$ cat src/rtl/tdm_demux_deserializer.sv
// tdm_demux_deserializer
// Receives a serial stream carrying N_CH time-multiplexed channels of W bits
// each (channel 0 first, MSB first), aligned by frame_start, and presents each
// completed frame atomically on ch_data together with a one-cycle frame_valid.
// An early frame_start aborts the partial frame, pulses sync_err and restarts.
module tdm_demux_deserializer #(
  parameter int N_CH = 4,
  parameter int W    = 8
) (
  input  logic              clk,
  input  logic              rst_n,
  input  logic              serial_in,
  input  logic              bit_valid,
  input  logic              frame_start,
  output logic [N_CH*W-1:0] ch_data,
  output logic              frame_valid,
  output logic              sync_err
);

  localparam int BW = $clog2(W);
  localparam int CW = $clog2(N_CH);

  typedef enum logic {IDLE, SHIFT} state_t;

  state_t              state;
  state_t              state_next;
  logic [BW-1:0]       bit_cnt;
  logic [CW-1:0]       ch_cnt;
  logic [W-1:0]        shift_reg;
  logic [N_CH*W-1:0]   staging;

  // Decoded per-cycle actions
  logic                start_bit;   // this bit becomes bit 0 of channel 0
  logic                shift_bit;   // ordinary in-frame bit
  logic                word_done;   // this bit completes a channel word
  logic                frame_done;  // this bit completes the whole frame
  logic                abort;       // early frame_start while collecting

  // Word as it stands once the current bit is shifted in at the LSB
  logic [W-1:0]        word;
  // Staging buffer with the word just completed merged into its slot
  logic [N_CH*W-1:0]   merged;

  assign word = {shift_reg[W-2:0], serial_in};

  generate
    for (genvar gi = 0; gi < N_CH; gi++) begin : g_merge
      assign merged[gi*W +: W] = (word_done && (ch_cnt == CW'(gi)))
                                 ? word : staging[gi*W +: W];
    end
  endgenerate

  // State register
  always_ff @(posedge clk or negedge rst_n) begin
    if (!rst_n) state <= IDLE;
    else        state <= state_next;
  end

  // Next-state and action decode; an early frame_start wins over completion
  always_comb begin
    state_next = state;
    start_bit  = 1'b0;
    shift_bit  = 1'b0;
    word_done  = 1'b0;
    frame_done = 1'b0;
    abort      = 1'b0;
    case (state)
      IDLE: begin
        if (bit_valid && frame_start) begin
          start_bit  = 1'b1;
          state_next = SHIFT;
        end
      end
      SHIFT: begin
        if (bit_valid) begin
          if (frame_start) begin
            start_bit = 1'b1;
            abort     = 1'b1;
          end else begin
            shift_bit = 1'b1;
            if (bit_cnt == BW'(W - 1)) begin
              word_done = 1'b1;
              if (ch_cnt == CW'(N_CH - 1)) begin
                frame_done = 1'b1;
                state_next = IDLE;
              end
            end
          end
        end
      end
      default: state_next = IDLE;
    endcase
  end

  // Datapath: shift register, counters, staging buffer and output registers
  always_ff @(posedge clk or negedge rst_n) begin
    if (!rst_n) begin
      bit_cnt     <= '0;
      ch_cnt      <= '0;
      shift_reg   <= '0;
      staging     <= '0;
      ch_data     <= '0;
      frame_valid <= 1'b0;
      sync_err    <= 1'b0;
    end else begin
      frame_valid <= frame_done;
      sync_err    <= abort;
      if (start_bit) begin
        shift_reg <= word;
        bit_cnt   <= BW'(1);
        ch_cnt    <= '0;
      end else if (shift_bit) begin
        shift_reg <= word;
        if (word_done) begin
          bit_cnt <= '0;
          staging <= merged;
          ch_cnt  <= frame_done ? '0 : ch_cnt + 1'b1;
        end else begin
          bit_cnt <= bit_cnt + 1'b1;
        end
      end
      if (frame_done) ch_data <= merged;
    end
  end

endmodule

$ cat config.mk
export PLATFORM = sky130hd
export DESIGN_NAME = tdm_demux_deserializer
export DESIGN_NICKNAME = d
export VERILOG_FILES = /design/src/rtl/tdm_demux_deserializer.sv
export SDC_FILE = /design/constraint.sdc
export NUM_CORES = 1
export LEC_CHECK = 0
export BUFFER_PORTS_ARGS = -buffer_cell sky130_fd_sc_hd__buf_2
export CAP_MARGIN = 20
export CORE_UTILIZATION = 50
export CTS_BUF_LIST = sky130_fd_sc_hd__clkbuf_4 sky130_fd_sc_hd__clkbuf_8 sky130_fd_sc_hd__clkbuf_16
export CTS_CLUSTER_SIZE = 12
export DETAILED_ROUTE_END_ITERATION = 12
export MAX_ROUTING_LAYER = met4
export PLACE_DENSITY = 0.78
export SLEW_MARGIN = 0
export SYNTH_ARGS = -nofsm -noshare
export SYNTH_HDL_FRONTEND = slang
export SYNTH_SLANG_ARGS = --single-unit
$ cat constraint.sdc
create_clock -name clk -period 5.5 [get_ports clk]
set_clock_uncertainty 0.15 [all_clocks]
set_input_delay 1.65 -clock clk [delete_from_list [all_inputs] [get_ports clk]]
set_output_delay 1.65 -clock clk [all_outputs]
set_load 0.005 [all_outputs]
# Word level (Yosys, flattened, before mapping)
# Index checks and enable logic that the tools add are counted.
totals:
  regBits: 79
  in_bits: 5
  word_cells: 61
  out_inout_bits: 34
classes:
  n_addsub: 2
  bitwise_logic: 2
  muxes: 35
  n_eq_ne: 4
  reduce_logical: 10
ops:
  columns: ["op", "n"]
  rows:
  - ["8-bit 2-to-1 mux", 4]
  - ["1-bit 2-to-1 mux", 20]
  - ["7-bit 2-to-1 mux", 2]
  - ["3-bit 2-to-1 mux", 3]
  - ["2-bit 2-to-1 mux", 4]
  - ["1-bit logical AND", 5]
  - ["2-bit == test (second input constant)", 2]
  - ["1-bit case mux with 2 select lines", 2]
  - ["2-bit nonzero test", 2]
  - ["3-bit by 1-bit adder with 3-bit output (second input constant)", 1]
  - ["3-bit == test (second input constant)", 1]
  - ["3-bit AND reduction", 1]
  - ["2-bit by 1-bit adder with 2-bit output (second input constant)", 1]
  - ["2-bit by 1-bit == test with 1-bit output (second input constant)", 1]
  - ["2-bit logical NOT", 1]
  - ["1-bit inverter", 2]
  - ["2-bit AND reduction", 1]

# Longest topological paths before layout
depth:
  depth_word: 10
  depth_mapped: 8
  depth_no_buf: 6

# Least setup slack after synthesis
# OpenSTA, ideal clock, no wires.
synth_path:
  kind: "input to register"
  startpoint: "input frame_start"
  endpoint: "register staging[13]"
  required_ns: 5.230
  setup_slack_ns: 2.614
  arrival_ns: 2.616
  stages: 6
  cell_sequence: "buf_6 > and4b_1 > buf_6 > buf_2 > a21boi_0 > a31o_2"
synth_between:
  elab_chain_len: 5
  word_cells_on_any_way: 15
synth_lines:
  columns: ["element", "line", "source"]
  rows:
  - ["from (decl)", "14", "input logic frame_start,"]
  - ["1-bit 2-to-1 mux / 1-bit logical AND (equally long branches)", "76, 69", null]
  - ["1-bit 2-to-1 mux (on tied branches)", "75, 69", null]
  - ["1-bit case mux with 2 select lines / 1-bit 2-to-1 mux (equally long branches)", "67", "case (state)"]
  - ["1-bit inverter (no source line) / 1-bit logical AND (equally long branches)", null, null]
  - ["3-bit AND reduction (no source line) / 8-bit 2-to-1 mux (equally long branches)", null, null]
  - ["to (signal assigned)", "116", "staging <= merged;"]
  - ["to (decl)", "30", "logic [N_CH*W-1:0] staging;"]
# Parallel ways exist; a longest one is shown, timed or not.
# A chain may end at the register's enable or synchronous reset.

# Worst setup path in the final report
layout_path:
  startpoint: "input frame_start"
  endpoint: "register staging[19]"
# The elaborated chain is that of the path after synthesis.

==> flow_summary.toml <==
[cells_and_area]
layout-drive-gt1-share_pct = 35.1
largest_reg_flops = 32
area_growth_pct = 10.5
mostFrequentLayoutCells = "71 x dfrtp_1, 38 x buf_2, 19 x a21oi_1, 19 x nand2_1"
fin_area_um2 = 3530
fill_cells = 491
finalNetCount = 292
antennaDiodeCount = 0
layout_commonest_cell = "dfrtp_1"

[sta]
setup_tns_ns = 0
hold_ws_ns = 0.358
setup_viol = 0
max_freq_mhz = 292
worst_slack_ns = 2.08
tightest_slew_ns = 1.08
drv_slew = 0
maxSlewHeadroom_pct = 28.3
min_period_ns = 3.42
hold_violations = 0
rsz0062_at_grt = "no"
period_share_pct = 62.2

[synth]
seq_area_frac_synth_pct = 55.6
yosysUniqueCellTypes = 31
synth_cells = 259
ys_warn_count = 0
syn-num-nets = 270
synth-async-reset-ratio_pct = 100
syn_area_per_cell_um2 = 12.3
ys_seq_elements = 71
syn_area_um2 = 3200
synth_edf_count = 0
synth-main-ff-cell = "dfrtp_1"

[route]
via_per_inst = 5.71
drt-pass1-iter-count = 4
routedWlPerCell_um = 17.0
wirelength_um = 6100
drt_iter0_markers = 197
detail-route-antenna-nets = 0
drc = 0
vias = 2056

[die]
rows = 28
die_h_um = 82.0
coreArea_um2 = 6060
floorplan.initialDensity_pct = 52.7
pin_count = 39
die_w_um = 82.0
dieArea_um2 = 6720

[grt]
first_global_vias = 2013
overflow = 0
grt_pass1_wl_um = 10000
grt_usage_pct = 21.4
antenna_found_initial = 0
grt_max_degree = 59

[placement]
dp_slack_ns = 1.74
placed_area_um2 = 3310
gp_congestion = 0.761
io_buffers = 38
dp_hpwl_um = 3770

[clock_network]
cts_max_path_buffers = 2
cts_tree = "built"
hold_buffers = 0
cts_resized = 0
clk_pin_slew_ns = 0.08
numCtsBuffers = 9
cts_sinks = 71
clockRootBuffer = "clkbuf_8"
cts_max_level = 3
clk_latency_ns = 0.35
postCtsSetupRepairBufs = 0

[critical_path]
worstSetupPathType = "in2reg"
worstPathRequired_ns = 5.58
cp.arrival_ns = 3.50
end_kind = "flip-flop"
startpoint_type = "input pin"
critPathMaxFanout = 58

[worst_hold_path]
min_path_type = "reg2reg"

[power]
ir_drop_uv = 198
powerDensity_nw_per_um2 = 330
leakagePower_nw = 1.76

[status]
outcome = "finished clean"

[run]
maxCapViolCount = 0
through the flow:
step                      std cells  utilization, %  power [mW]
after floorplan                 259               -       0.688
after global placement          344            54.5       0.718
after detailed placement        344            54.5       0.729
after CTS                       359            58.0        1.17
after global routing            360            58.3        1.21
final                           360            58.3        1.17
critical path, stage by stage:
cell and delay, ns:
buf_2 0.14, and4b_2 1.02, nand2_2 0.32, mux2_2 0.36
final timing paths:
| kind | from | endpoint | slack (ns) | cells after the start |
|---|---|---|---|---|
| setup / recovery | frame_start | staging[19] | 2.08 | 4 |
| hold / removal | ch_data[2] | ch_data[2] | 0.36 | 1 |
| setup reg to reg | bit_cnt[0] | staging[19] | 2.74 | 5 |
| hold reg to reg | ch_data[2] | ch_data[2] | 0.36 | 1 |
| max in group asynchronous | rst_n | ch_data[26] | 2.98 | 2 |
| min in group asynchronous | rst_n | staging[3] | 1.30 | 1 |
metal layers:
| metal | up-vias | share of wire, % | track usage (%) |
|---|---|---|---|
| li1 | 980 | - | - |
| met1 | 1023 | 47 | 28.6 |
| met2 | 44 | 47 | 31.1 |
| met3 | 9 | 3.9 | 4.89 |
| met4 | 0 | 1.8 | 9.12 |
| met5 | - | 0 | - |
synthesized netlist by cell type (6+ instances only):
master	n	area (µm²)
a21boi_0	17	128
a21oi_1	19	95.1
mux2_4	8	120
a31o_2	17	149
nand3_1	16	80.1
buf_6	6	67.6
buf_1	8	30.0
ha_1	6	75.1
dfrtp_1	71	1780
clkbuf_1	7	26.3
mux2_2	15	169
o22a_1	16	140
mux2i_1	8	80.1
nand2_1	19	71.3
cell families (layout without fill, tap and decap cells):
| family | count (synthesis) | in the layout | share of synthesized area (%) |
|---|---|---|---|
| mux | 31 | 31 | 11.5 |
| compound gates | 75 | 75 | 17.4 |
| simple gates | 43 | 43 | 6.81 |
| buf+inv | 33 | 59 | 6.30 |
| flops | 71 | 71 | 55.6 |
| fa+ha+maj | 6 | 6 | 2.35 |
cell type report:
class	instances	area [µm²]	area share, %
Timing Repair Buffer	40	213	6.02
Clock buffer	9	124	3.51
Clock inverter	6	86.3	2.45
Tap cell	75	93.8	2.66
Multi-Input combinational cell	155	1220	34.5
Sequential cell	71	1780	50.3
Inverter	4	17.5	0.496
power by group:
| group | internal (mW) | switching (mW) |
|---|---|---|
| Sequential | 0.552 | 0.0514 |
| Clock | 0.252 | 0.194 |
| Combinational | 0.0482 | 0.0671 |
| Total | 0.852 | 0.313 |
No activity file was read; power rests on OpenSTA's default activity.
